### config.mk
export PLATFORM = sky130hd
export DESIGN_NAME = fetch_unit
export DESIGN_NICKNAME = d
export VERILOG_FILES = /design/src/rtl/fetch_unit_pkg.sv /design/src/rtl/fetch_buffer.sv /design/src/rtl/fetch_unit.sv
export SDC_FILE = /design/constraint.sdc
export NUM_CORES = 1
export LEC_CHECK = 0
export ABC_AREA = 1
export CORE_ASPECT_RATIO = 0.75
export CORE_MARGIN = 2
export CORE_UTILIZATION = 40
export CTS_CLUSTER_DIAMETER = 150
export DETAILED_ROUTE_END_ITERATION = 7
export GPL_TIMING_DRIVEN = 0
export PLACE_DENSITY_LB_ADDON = 0.25
export SLEW_MARGIN = 20
export SYNTH_ARGS = -nofsm -noshare
export SYNTH_HDL_FRONTEND = slang
export SYNTH_SLANG_ARGS = --single-unit
### constraint.sdc
create_clock -name clk -period 5.6 [get_ports clk]
set_input_delay 1.4 -clock clk [delete_from_list [all_inputs] [get_ports clk]]
set_output_delay 1.4 -clock clk [all_outputs]
set_load 0.01 [all_outputs]
### src/rtl/fetch_unit_pkg.sv
// Shared widths, constants and the instruction-buffer entry layout for the fetch unit.
package fetch_unit_pkg;

  localparam int unsigned XLEN   = 32;
  localparam int unsigned INST_W = 32;

  localparam logic [XLEN-1:0] PC_INC           = XLEN'(4);
  localparam logic [XLEN-1:0] RESET_PC_DEFAULT = 32'h0000_0000;

  typedef struct packed {
    logic [XLEN-1:0]   pc;
    logic [INST_W-1:0] inst;
  } fetch_entry_t;

  // Fetch addresses are always word aligned; low bits of a target are dropped.
  function automatic logic [XLEN-1:0] align_pc(input logic [XLEN-1:0] addr);
    return addr & ~XLEN'(3);
  endfunction

endpackage

### src/rtl/fetch_buffer.sv
// Small circular FIFO with flush and occupancy count; head is read straight from registers.
module fetch_buffer #(
  parameter int unsigned DEPTH = 2,
  parameter int unsigned WIDTH = 32
) (
  input  logic                         clk,
  input  logic                         rst,
  input  logic                         push,
  input  logic [WIDTH-1:0]             push_data,
  input  logic                         pop,
  input  logic                         flush,
  output logic [WIDTH-1:0]             head_data,
  output logic [$clog2(DEPTH+1)-1:0]   count
);

  localparam int unsigned CNT_W = $clog2(DEPTH + 1);
  localparam int unsigned PTR_W = (DEPTH > 1) ? $clog2(DEPTH) : 1;

  logic [WIDTH-1:0] mem [DEPTH];
  logic [PTR_W-1:0] wr_ptr;
  logic [PTR_W-1:0] rd_ptr;
  logic             do_push;
  logic             do_pop;

  function automatic logic [PTR_W-1:0] ptr_inc(input logic [PTR_W-1:0] p);
    return (p == PTR_W'(DEPTH - 1)) ? '0 : p + PTR_W'(1);
  endfunction

  // A push into a full buffer is only legal when the head leaves in the same cycle.
  assign do_pop  = pop && (count != '0);
  assign do_push = push && ((count != CNT_W'(DEPTH)) || do_pop);

  always_ff @(posedge clk) begin
    if (rst || flush) begin
      wr_ptr <= '0;
      rd_ptr <= '0;
      count  <= '0;
    end else begin
      if (do_push) wr_ptr <= ptr_inc(wr_ptr);
      if (do_pop)  rd_ptr <= ptr_inc(rd_ptr);
      count <= count + CNT_W'(do_push) - CNT_W'(do_pop);
    end
  end

  always_ff @(posedge clk) begin
    if (do_push && !flush) mem[wr_ptr] <= push_data;
  end

  assign head_data = mem[rd_ptr];

endmodule

### src/rtl/fetch_unit.sv
// Instruction fetch: credit-limited requests to the I-cache, in-order response buffering,
// and redirect handling that drops responses still in flight from the old path.
module fetch_unit
  import fetch_unit_pkg::*;
#(
  parameter logic [XLEN-1:0] RESET_PC  = RESET_PC_DEFAULT,
  parameter int unsigned     BUF_DEPTH = 2
) (
  input  logic              clk,
  input  logic              rst,
  input  logic              redirect_valid,
  input  logic [XLEN-1:0]   redirect_pc,
  output logic              imem_req_valid,
  output logic [XLEN-1:0]   imem_req_addr,
  input  logic              imem_req_ready,
  input  logic              imem_resp_valid,
  input  logic [INST_W-1:0] imem_resp_inst,
  output logic              if_valid,
  output logic [XLEN-1:0]   if_pc,
  output logic [INST_W-1:0] if_inst,
  input  logic              id_ready
);

  localparam int unsigned CNT_W  = $clog2(BUF_DEPTH + 1);
  localparam int unsigned CRED_W = CNT_W + 1;

  logic [XLEN-1:0]   pc;
  logic [XLEN-1:0]   pc_next;
  logic [CNT_W-1:0]  inflight;
  logic [CNT_W-1:0]  inflight_next;
  logic [CNT_W-1:0]  drop_cnt;
  logic [CNT_W-1:0]  drop_cnt_next;
  logic [CNT_W-1:0]  buf_count;
  logic [CRED_W-1:0] credit_used;
  logic [XLEN-1:0]   aq_head;
  logic              req_fire;
  logic              resp_accept;
  logic              resp_keep;
  logic              pop;
  fetch_entry_t      ib_push;
  fetch_entry_t      ib_head;

  assign if_valid = !rst && (buf_count != '0);
  assign if_pc    = ib_head.pc;
  assign if_inst  = ib_head.inst;
  assign pop      = if_valid && id_ready && !redirect_valid;

  // A head consumed this cycle frees its slot, which keeps fetch at one per cycle.
  assign credit_used    = CRED_W'(inflight) + CRED_W'(buf_count) - CRED_W'(pop);
  assign imem_req_valid = !rst && !redirect_valid && (credit_used < CRED_W'(BUF_DEPTH));
  assign imem_req_addr  = pc;
  assign req_fire       = imem_req_valid && imem_req_ready;

  assign resp_accept   = !rst && imem_resp_valid && (inflight != '0);
  assign resp_keep     = resp_accept && !redirect_valid && (drop_cnt == '0);
  assign inflight_next = inflight + CNT_W'(req_fire) - CNT_W'(resp_accept);
  assign ib_push       = '{pc: aq_head, inst: imem_resp_inst};

  always_comb begin
    pc_next       = pc;
    drop_cnt_next = drop_cnt;
    if (redirect_valid) begin
      pc_next       = align_pc(redirect_pc);
      drop_cnt_next = inflight_next;
    end else begin
      if (req_fire) pc_next = pc + PC_INC;
      if (resp_accept && (drop_cnt != '0)) drop_cnt_next = drop_cnt - CNT_W'(1);
    end
  end

  always_ff @(posedge clk) begin
    if (rst) begin
      pc       <= RESET_PC;
      drop_cnt <= '0;
    end else begin
      pc       <= pc_next;
      drop_cnt <= drop_cnt_next;
    end
  end

  // Address queue: PC of every outstanding request; its occupancy is the inflight count.
  fetch_buffer #(
    .DEPTH (BUF_DEPTH),
    .WIDTH (XLEN)
  ) u_addr_q (
    .clk       (clk),
    .rst       (rst),
    .push      (req_fire),
    .push_data (pc),
    .pop       (resp_accept),
    .flush     (1'b0),
    .head_data (aq_head),
    .count     (inflight)
  );

  fetch_buffer #(
    .DEPTH ($clog2(1) + BUF_DEPTH),
    .WIDTH ($bits(fetch_entry_t))
  ) u_inst_buf (
    .clk       (clk),
    .rst       (rst),
    .push      (resp_keep),
    .push_data (ib_push),
    .pop       (pop),
    .flush     (redirect_valid),
    .head_data (ib_head),
    .count     (buf_count)
  );

endmodule

* Word level (Yosys, flattened, before mapping)
Memories as Yosys holds them, arrays and structs flattened. A register that Yosys moved wholly into a read port is not among the register bits.
Index checks and enable logic that the tools add are counted.
** Word-level totals
- Bits in latches :: 0
- Bits in registers :: 42
- Output and inout port bits :: 98
- Memories :: 2
- Logic and storage cells :: 72
- Bits in read-only memories :: 0
- Bits of input ports :: 70
- RAM bits :: 192
** Operators by class
- Multiply operators :: 0
- Bitwise gates (word level) :: 0
- $lt $le $gt $ge :: 1
- Divide/modulo/power cells :: 0
- Add/sub/neg operators :: 14
- Equality and inequality tests :: 2
- Shifts and indexed selects :: 0
- Multiplexer cells :: 16
- Reduce and logical (&&, ||, !) cells :: 28
** Memory list
- u_inst_buf.mem :: words 2, bits a word 64, rd ports 1, clocked after memory_dff 1, wr ports 1, line fetch_buffer.sv:19 : logic [WIDTH-1:0] mem [DEPTH];
- u_addr_q.mem :: words 2, bits a word 32, rd ports 1, clocked after memory_dff 1, wr ports 1, line fetch_buffer.sv:19
** Operators with widths (number)
- $mux W32 :: 2
- $add A32 B3 Y32 const B :: 1
- $logic_and A1 B1 Y1 :: 16
- $mux W1 :: 12
- $reduce_bool A2 Y1 :: 5
- $add A2 B1 Y2 :: 3
- $sub A2 B1 Y2 :: 3
- $add A1 B1 Y1 const B :: 4
- $mux W2 :: 2
- $ne A2 B2 Y1 const B :: 2
- $add A2 B2 Y3 :: 1
- $logic_or A1 B1 Y1 :: 3
- $lt A3 B2 Y1 const B :: 1
- $sub A3 B1 Y3 :: 1
- $logic_not A1 Y1 :: 2
- $logic_not A2 Y1 :: 1
- $reduce_or A2 Y1 :: 1
- $sub A2 B1 Y2 const B :: 1

* Logic depth before layout (Yosys ltp)
Gate-level depths: netlist (run 1).
- Word-level depth :: 11
- Depth in mapped cells :: 20
- Mapped depth without buffers :: 17

* Modules after synthesis
From an unflattened synthesis (run 1), not the netlist that was laid out.
** Unflattened totals
- Cell total of the unflattened synthesis :: 815
- Area total of the unflattened synthesis :: 10465.0 sq um
** By module, submodules not included
- fetch_buffer at u_inst_buf :: area an instance 5157.4 sq um, instances 1, cells an instance 232, sequential area each 3943.8 sq um
- fetch_buffer at u_addr_q :: area an instance 2702.6 sq um, instances 1, cells an instance 133, sequential area each 2021.9 sq um
- fetch_unit :: area an instance 2605.0 sq um, instances 1, cells an instance 450, sequential area each 640.6 sq um

* Least setup slack after synthesis (run 1)
No wires, ideal clock.
- Path type :: input-to-reg
- From :: input redirect_valid
- To :: memory u_addr_q.mem[0][10] (enable)
- Path slack :: 526 ps
- Buffers on the path :: 1
- Data arrival time :: 4657 ps
- Stages :: 13
- Data required time :: 5183 ps
- Library setup time :: 417 ps
- Path through :: buf_6 -> nor2_1 -> nand2_1 -> a21oi_1 -> ha_1 -> or2_2 -> fa_1 -> inv_1 -> nor2_4 -> nand3_4 -> a31oi_2 -> inv_1 -> nor2_1
** On the way
- Cells in the longest elaborated chain, start to end :: 9
- Elaborated cells between the ends (all ways) :: 10
- Classes of those cells :: 1 x add/sub; 1 x order compare; 2 x mux; 6 x reduce/logical
** RTL lines
- from (decl) :: line fetch_unit.sv:11 : input logic redirect_valid,
- $logic_not A1 Y1 * :: line fetch_unit.sv:46, fetch_unit.sv:50
- $logic_and A1 B1 Y1 :: line fetch_unit.sv:46 : assign pop = if_valid && id_ready && !redirect_valid;
- $sub A3 B1 Y3 :: line fetch_unit.sv:49 : assign credit_used = CRED_W'(inflight) + CRED_W'(buf_count) - CRED_W'(pop);
- $lt A3 B2 Y1 :: line fetch_unit.sv:50 : assign imem_req_valid = !rst && !redirect_valid && (credit_used < CRED_W'(BUF_DEPTH));
- $logic_and A1 B1 Y1 * :: line fetch_unit.sv:50
- $logic_and A1 B1 Y1 * :: line fetch_unit.sv:52 : assign req_fire = imem_req_valid && imem_req_ready;
- $logic_and A1 B1 Y1 * :: line fetch_buffer.sv:31 : assign do_push = push && ((count != CNT_W'(DEPTH)) || do_pop);
- $mux W1 * :: line fetch_buffer.sv:46 : if (do_push && !flush) mem[wr_ptr] <= push_data;
- $mux W1 (not written as such) * :: line fetch_buffer.sv:46
- to (decl) :: line fetch_buffer.sv:19
Every way passes the cells marked *; elsewhere a longest branch is shown, timed or not.

* Worst setup path in the final report (run 1)
- From :: input rst
- To :: output imem_req_valid
** On the way
- Cells in the longest elaborated chain, start to end :: 7
- Elaborated cells between the ends (all ways) :: 8
- Classes of those cells :: 1 x add/sub; 1 x order compare; 6 x reduce/logical
** RTL lines
- from (decl) :: line fetch_unit.sv:10 : input logic rst,
- $logic_not A1 Y1 * :: line fetch_unit.sv:43, fetch_unit.sv:50
- $logic_and A1 B1 Y1 :: line fetch_unit.sv:43 : assign if_valid = !rst && (buf_count != '0);
- $logic_and A1 B1 Y1 (2 in series) :: line fetch_unit.sv:46
- $sub A3 B1 Y3 :: line fetch_unit.sv:49
- $lt A3 B2 Y1 :: line fetch_unit.sv:50
- $logic_and A1 B1 Y1 * :: line fetch_unit.sv:50
- to (decl) :: line fetch_unit.sv:13 : output logic imem_req_valid,
Marked as above.

==> results of run 1 <==
## through the flow
step | worst slack [ns] | instance area, um2
after floorplan | 0.526 | 9530
after global placement | -1.73 | 11500
after detailed placement | 0.0938 | 11600
after CTS | 0.0860 | 12300
after global routing | 0.293 | 12300
final | 0.500 | 12300
## worst reg2reg max path, cell delays in order (launching register included)
cell and delay [ns]:
dfxtp_1 0.37, inv_1 0.10, a21oi_1 0.14, ha_1 0.23, or2_2 0.30, fa_1 0.49, inv_1 0.07, nor2_4 0.13
nand3_4 0.15, a31oi_2 0.25, inv_1 0.11, nor2_4 0.41, buf_16 0.23
## final cells by class
| class | count | area [um2] | share of cell area |
|---|---|---|---|
| Sequential cell | 226 | 6370 | 0.516 |
| Clock inverter | 11 | 78.8 | 0.00639 |
| Clock buffer | 30 | 612 | 0.0496 |
| Multi-Input combinational cell | 431 | 2750 | 0.223 |
| Timing Repair Buffer | 165 | 1710 | 0.139 |
| Buffer | 27 | 159 | 0.0129 |
| Inverter | 72 | 273 | 0.0221 |
| Tap cell | 300 | 375 | 0.0304 |
## flip-flops by register name, summed over array words and instances (netlist names), named ones only
register	cells
drop_cnt	2
imem_req_addr	30
u_addr_q.count	2
u_addr_q.mem	60
u_addr_q.rd_ptr	1
u_addr_q.wr_ptr	1
u_inst_buf.count	2
u_inst_buf.mem	124
u_inst_buf.rd_ptr	1
u_inst_buf.wr_ptr	1
## power by group through the flow
stage	Sequential [uW]	Combinational [uW]	Clock, uW
2_1_floorplan	1940	160	0
3_3_place_gp	1950	304	0
3_5_place_dp	1950	315	0
4_1_cts	1910	317	1460
5_1_grt	1920	346	1510
6_report	1910	313	1420
## timing repair
item	4_1_cts	5_1_grt
setup endpoints to repair	0	1
buffers inserted	0	0
resized for setup	0	2
endpoints found under the hold margin	0	0
## worst paths after layout
| check | to | slack, ns | cells past startpoint |
|---|---|---|---|
| worst max-delay path | imem_req_valid | 0.50 | 12 |
| worst min-delay path | u_inst_buf.rd_ptr | 0.49 | 2 |
| worst max register to register | u_addr_q.mem[0][9] | 2.32 | 12 |
| worst min register to register | u_inst_buf.rd_ptr | 0.49 | 2 |
## cell families after synthesis
group           share of synthesized area
compound gates                     0.0345
simple gates                        0.117
mux                                 0.109
flops                               0.669
xor+xnor                           0.0110
buf+inv                            0.0454
other cells                      0.000394
fa+ha+maj                          0.0139
## Yosys cell counts, types with 2 or more instances
| library cell | count | area [um2] |
|---|---|---|
| inv_2 | 9 | 33.8 |
| nand3_2 | 6 | 60.1 |
| o21ai_1 | 9 | 45.0 |
| dfxtp_1 | 42 | 841 |
| buf_4 | 5 | 37.5 |
| nor2_1 | 61 | 229 |
| a21oi_1 | 21 | 105 |
| a21oi_2 | 6 | 52.6 |
| clkbuf_1 | 10 | 37.5 |
| nand2_1 | 134 | 503 |
| o21ai_0 | 13 | 65.1 |
| nor3_1 | 3 | 15.0 |
| buf_2 | 7 | 35.0 |
| nand3_1 | 34 | 170 |
| ha_1 | 9 | 113 |
| xnor2_1 | 5 | 43.8 |
| o21bai_1 | 2 | 15.0 |
| nor2_2 | 4 | 25.0 |
| edfxtp_1 | 184 | 5530 |
| and2_1 | 2 | 12.5 |
| nand4_1 | 3 | 18.8 |
| xor2_1 | 7 | 61.3 |
| a31oi_1 | 4 | 25.0 |
| clkinv_1 | 3 | 11.3 |
| buf_6 | 4 | 45.0 |
| inv_1 | 59 | 221 |
| mux2_2 | 92 | 1040 |
| or2_2 | 4 | 25.0 |
## per-layer routing
layer | up-vias | wire (um) | GRT usage | share of wire
met3 | 23 | 1420 | 0.0352 | 0.067
met4 | 0 | 291 | 0.0323 | 0.014
li1 | 2998 | - | - | -
met1 | 2877 | 10500 | 0.251 | 0.50
met5 | - | 0 | 0 | 0
met2 | 179 | 8950 | 0.252 | 0.42
==> impl_metrics.tcl, run 1 <==
set metrics [dict create \
    crit_family "buffers and inverters" \
    ys_warn_count 0 \
    dp_cells 1221 \
    finalClockSkew_ns 0.0106 \
    instances_no_fill 1262 \
    criticalPathCategory "primary input to output pin" \
    netSwitchingFraction 0.219 \
    clockBufferDepth 3 \
    hold_viol_final 0 \
    critPathMaxStageDelay_ns 0.49 \
    maxCapViolCount 0 \
    grt_max_degree 32 \
    power.leakage_uw 0.00439 \
    rsz0062_at_grt "no" \
    worst_skew_pair.late_latency_ns 0.51 \
    drc 0 \
    core-area_um2 23200 \
    finalCriticalPeriod_ns 5.10 \
    synth_edf_count 184 \
    ant_nets 0 \
    slew-limit-headroom 0.473 \
    timing.hold.ws_ns 0.493 \
    start_kind "primary input" \
    clk_pin_slew_ns 0.06 \
    cts_tree "done" \
    wire_per_inst_um 16.7 \
    r2r_start "u_inst_buf.count[1]" \
    hold_class "flip-flop to flip-flop" \
    status "complete, no violations" \
    total_power_uw 3640 \
    intPower_uw 2850 \
    clkPwrFrac 0.389 \
    htreeDepth 1 \
    grt_usage 0.167 \
    hold_buffers 0 \
    yosysSeqAreaShare 0.669 \
    nets 1026 \
    vias_per_cell 4.82 \
    min_from "u_inst_buf.rd_ptr" \
    grt_pass1_vias 5725 \
    fin_tns_setup_ns 0 \
    final_util 0.532 \
    start_util 0.410 \
    setup_violations 0 \
    ys_async_sr_fraction 0 \
    worstMarginPinSlew_ns 0.791 \
    path_max_fanout 3 \
    syn_area_per_cell_um2 12.6 \
    drt-total-wl_mm 21.1 \
    period_share 0.911 \
    io_buffers 160 \
    gr-total-overflow 0 \
    antenna_found_initial 0 \
    crit_required_ns 4.20 \
    synth-seq-cells 226 \
    diodes 0 \
    die_x_um 182 \
    die_h_um 138 \
    cp-end-kind "output pin" \
    p_comb_frac 0.086 \
    arrival_ns 3.70 \
    num_rows 48 \
    drt_first_pass_iters 6 \
    power_density_nw_per_um2 296 \
    ys.flop_type "edfxtp_1" \
    place.gp.congestion 0.883 \
    dieArea_um2 25000 \
    worst_ir_drop_vdd_v 0.000186 \
    layout_common_cells "184 x edfxtp_1, 159 x clkdlybuf4s50_1, 134 x nand2_1" \
    critPathSlowestCell "fa_1" \
    area.growth.synth_to_final_pct 29.6 \
    first_iter_violations 455 \
    critPathLaunch "rst" \
    final_common_cell "edfxtp_1" \
    timing.critical_path.buf_inv 4 \
    ys_types 39 \
    crit_chain "clkdlybuf4s50_1, nor2_2, nand2_1, a21oi_1, ha_1, or2_2, fa_1, inv_1, nor2_4, nand2_1, inv_1, dlymetal6s2s_1" \
    slew_violations 0 \
    drive_gt1_frac 0.191 \
    root_buffer "clkbuf_16" \
    vias 6077 \
    power.switching_uw 797 \
    synthCells 753 \
    nFillCells 1991 \
    hpwl_mm 15.2 \
    grt_pass1_wl_mm 32.1 \
    syn_area_um2 9510 \
    numCtsBuffers 23 \
    fmax_ghz 0.196 \
    cts.sinks 226 \
    pwr-share-seq 0.525 \
    ios 168 \
]
Note: power is estimated with default switching activity, not from simulation.
==> run 2, diff against run 1 <==
CTS_CLUSTER_SIZE = 25   (was unset)
==> impl_metrics.tcl, run 2 (synthesized netlist as in run 1, its figures left out) <==
set metrics [dict create \
    status "complete, no violations" \
    nFillCells 2033 \
    use_met3 0.0285 \
    io_buffers 160 \
    gr-total-overflow 0 \
    final_common_cell "edfxtp_1" \
    cts_tree "done" \
    worstMarginPinSlew_ns 0.794 \
    nets 1016 \
    num_rows 48 \
    die_h_um 138 \
    dp_cells 1221 \
    met1_usage 0.253 \
    rsz0062_at_grt "no" \
    worst_ir_drop_vdd_v 0.000157 \
    grt_max_degree 32 \
    register_area_um2 6370 \
    finalCriticalPeriod_ns 5.10 \
    root_buffer "clkbuf_16" \
    clk_pin_slew_ns 0.10 \
    layout_common_cells "184 x edfxtp_1, 159 x clkdlybuf4s50_1, 134 x nand2_1" \
    top_usage_layer "met1" \
    power_density_nw_per_um2 267 \
    die_x_um 182 \
    fmax_ghz 0.196 \
    htreeDepth 1 \
    arrival_ns 3.70 \
    diodes 0 \
    wire_per_inst_um 16.8 \
    hold_buffers 0 \
    largest_register_ffs 124 \
    slew_violations 0 \
    ios 168 \
    total_power_uw 3210 \
    numCtsBuffers 13 \
    multiInputGateArea_um2 2750 \
    vias 5998 \
    grt_util_met2 0.251 \
    post_cts.repair.setup_buffers 0 \
    instances_no_fill 1243 \
    place.gp.congestion 0.883 \
    area.growth.synth_to_final_pct 26.4 \
    cp-end-kind "output pin" \
    finalClockSkew_ns 0.0369 \
    maxCapViolCount 0 \
    antenna_found_initial 0 \
    hold_class "flip-flop to flip-flop" \
    drt_first_pass_iters 5 \
    dieArea_um2 25000 \
    fin_tns_setup_ns 0 \
    hpwl_mm 15.2 \
    grt_pass1_wl_mm 32.0 \
    worst_skew_pair.late_latency_ns 0.49 \
    setup_violations 0 \
    start_kind "primary input" \
    hold_viol_final 0 \
    first_iter_violations 381 \
    vias_per_cell 4.83 \
    setup_ws_ns 0.504 \
    drc 0 \
    crit_required_ns 4.20 \
    cts_resized 0 \
    start_util 0.410 \
    period_share 0.910 \
    cts.sinks 226 \
    core-area_um2 23200 \
    drt-total-wl_mm 20.9 \
    ant_nets 0 \
    clockBufferDepth 3 \
    grt_pass1_vias 5642 \
    drive_gt1_frac 0.178 \
    regMostFlops "u_inst_buf.mem" \
    criticalPathCategory "primary input to output pin" \
    grt_usage 0.166 \
    path_max_fanout 3 \
    place_ws_ns 0.0938 \
    power.leakage_uw 0.00423 \
    slew-limit-headroom 0.471 \
]
run 2: cell count changes in the layout (fill, tap and decap cells not counted):
cell / before / now
clkbuf_1: 16 / 17
clkinv_1: 7 / 3
clkbuf_8: 1 / 0
clkinv_2: 5 / 0
clkbuf_16: 23 / 13
clkinv_16: 0 / 1
bufinv_16: 1 / 0
run 2: stage by stage:
stage | util | cell area [um2] | hold WS [ns]
after global routing | 0.519 | 12000 | 0.537
after CTS | 0.519 | 12000 | 0.492
after global placement | 0.496 | 11500 | 0.471
after detailed placement | 0.502 | 11600 | 0.474
final | 0.519 | 12000 | 0.493
after floorplan | - | 9530 | 0.460
run 2: where the power goes:
| part | switching [uW] | internal, uW | leakage, uW |
|---|---|---|---|
| clock network | 534 | 452 | 0.000184 |
| logic | 154 | 159 | 0.00203 |
| registers | 40.2 | 1870 | 0.00202 |
| total | 729 | 2480 | 0.00423 |
run 2: final cells by class:
class | count | share of cell area
timing repair buffer | 165 | 0.142
tap | 300 | 0.0312
buffer | 27 | 0.0132
multi-input combinational | 431 | 0.229
clock inverter | 2 | 0.00322
clock buffer | 20 | 0.0292
sequential | 226 | 0.529
inverter | 72 | 0.0227
run 2: path summary, 6_finish.rpt:
check / startpoint / slack, ns / depth (start not counted) / endpoint
worst max-delay path: rst / 0.50 / 12 / imem_req_valid
worst min-delay path: u_inst_buf.rd_ptr / 0.49 / 2 / flip-flop
worst max register to register: u_inst_buf.count[1] / 2.38 / 12 / u_addr_q.mem[0][10]
worst min register to register: u_inst_buf.rd_ptr / 0.49 / 2 / flip-flop
run 2: worst max-delay path, stage by stage:
cell and delay, ns:
clkdlybuf4s50_1 0.47, nor2_2 0.15, nand2_1 0.09, a21oi_1 0.13, ha_1 0.23, or2_2 0.30, fa_1 0.49, inv_1 0.06
nor2_4 0.13, nand2_1 0.06, inv_1 0.05, dlymetal6s2s_1 0.14
run 2: metal layers:
layer	vias to the layer above	share of wire
met5	-	0
met4	0	0.015
met3	21	0.063
met2	175	0.43
met1	2847	0.50
li1	2955	-
==> run 3, diff against run 2 <==
CAP_MARGIN = 20   (was unset)
==> impl_metrics.tcl, run 3 (synthesized netlist as in run 1, its figures left out) <==
set metrics [dict create \
    path_max_fanout 3 \
    power.switching_uw 715 \
    core-area_um2 23200 \
    worst_ir_drop_vdd_v 0.000148 \
    critPathMaxStageDelay_ns 0.53 \
    rsz0062_at_grt "no" \
    wire_per_inst_um 16.9 \
    wl_met1_mm 10.5 \
    crit_chain "clkdlybuf4s50_1, nand2_1, a21oi_1, ha_1, or2_2, fa_1, inv_1, nor2_4, nand2_1, inv_1, clkdlybuf4s50_1" \
    vias_per_cell 4.81 \
    power_density_nw_per_um2 266 \
    largest_register_ffs 124 \
    criticalPathCategory "primary input to output pin" \
    clockBufferDepth 3 \
    clkPwrFrac 0.304 \
    intPower_uw 2480 \
    numCtsBuffers 13 \
    maxCapViolCount 0 \
    vias 5972 \
    diodes 0 \
    total_power_uw 3190 \
    multiInputGateArea_um2 2750 \
    gr-total-overflow 0 \
    area.growth.synth_to_final_pct 26.3 \
    status "complete, no violations" \
    finalClockSkew_ns 0.0302 \
    dp_cells 1221 \
    hold_buffers 0 \
    setup_violations 0 \
    nets 1016 \
    grt_usage 0.167 \
    layout_common_cells "184 x edfxtp_1, 159 x clkdlybuf4s50_1, 134 x nand2_1" \
    place.gp.congestion 0.883 \
    grt_max_degree 32 \
    io_buffers 160 \
    dr_wl_met2_mm 8.91 \
    critPathSlowestCell "clkdlybuf4s50_1" \
    htreeDepth 1 \
    register_area_um2 6370 \
    start_util 0.410 \
    ios 168 \
    p_comb_frac 0.098 \
    hpwl_mm 15.2 \
    netSwitchingFraction 0.224 \
    r2r_setup_slack_ns 2.30 \
    cp-end-kind "output pin" \
    num_rows 48 \
    die_x_um 182 \
    nFillCells 1999 \
    grt_pass1_vias 5606 \
    worstMarginPinSlew_ns 0.804 \
    drc 0 \
    drt_first_pass_iters 5 \
    period_share 0.946 \
    final_common_cell "edfxtp_1" \
    die_h_um 138 \
    grt_pass1_wl_mm 31.9 \
    start_kind "primary input" \
    timing.critical_path.buf_inv 4 \
    slew-limit-headroom 0.464 \
    drt-total-wl_mm 20.9 \
    worst_skew_pair.late_latency_ns 0.48 \
    instances_no_fill 1242 \
    ant_nets 0 \
    cts.sinks 226 \
    cts_tree "done" \
    clk_pin_slew_ns 0.10 \
    antenna_found_initial 0 \
    regMostFlops "u_inst_buf.mem" \
    crit_family "buffers and inverters" \
    dieArea_um2 25000 \
    met3WireLength_mm 1.27 \
    drive_gt1_frac 0.177 \
    finalCriticalPeriod_ns 5.30 \
    arrival_ns 3.90 \
    root_buffer "clkbuf_16" \
    first_iter_violations 433 \
    hold_viol_final 0 \
    fmax_ghz 0.189 \
    crit_required_ns 4.20 \
    hold_class "flip-flop to flip-flop" \
    pwr-share-seq 0.598 \
    power.leakage_uw 0.00422 \
    slew_violations 0 \
    top_layer "met4" \
]
## run 3: changes by cell type in the layout (fill, tap and decap cells not counted), sizes merged
cell  change
inv       -1
## run 3: cell type report
type,count,share of cell area
Sequential cell,226,0.530
Multi-Input combinational cell,431,0.229
Timing Repair Buffer,165,0.142
Tap cell,300,0.0312
Clock buffer,20,0.0293
Inverter,72,0.0227
Buffer,27,0.0132
Clock inverter,1,0.00250
## run 3: stage by stage
step / utilization / cell area [um2] / TNS (ns) / setup slack (ns) / hold WS (ns)
floorplan: - / 9530 / 0 / 0.526 / 0.460
global placement: 0.496 / 11500 / -243.93 / -1.73 / 0.471
detailed placement: 0.502 / 11600 / 0 / 0.0794 / 0.483
CTS: 0.518 / 12000 / 0 / 0.0727 / 0.505
global route: 0.518 / 12000 / 0 / 0.105 / 0.543
finish: 0.518 / 12000 / 0 / 0.300 / 0.508
## run 3: final timing paths
| check | startpoint | to | cells past startpoint |
|---|---|---|---|
| setup / recovery | id_ready | imem_req_valid | 11 |
| hold / removal | u_inst_buf.rd_ptr | u_inst_buf.rd_ptr | 2 |
| setup reg to reg | u_inst_buf.count[1] | u_addr_q.mem[1][8] | 11 |
| hold reg to reg | u_inst_buf.rd_ptr | u_inst_buf.rd_ptr | 2 |
## run 3: worst min-delay path: stages, from the launching register on
cell and delay, ns:
dfxtp_1 0.32, nand2_1 0.08, a21oi_1 0.06
## run 3: metal layers
metal  vias to the layer above  GRT usage
met3                        17     0.0344
met4                         0     0.0278
met1                      2816      0.250
met5                         -          0
met2                       184      0.253
li1                       2955          -
## run 3: repair_timing
item / CTS / global route
setup endpoints to repair: 0 / 1
setup buffers: 0 / 0
resized for setup: 0 / 2
## run 3: power groups by stage
stage	Combinational [uW]	Sequential [uW]	Clock, uW
after floorplan	160	1940	0
after detailed placement	316	1950	0
final	314	1910	969
after CTS	317	1910	1000
after global routing	345	1920	1050
after global placement	304	1950	0
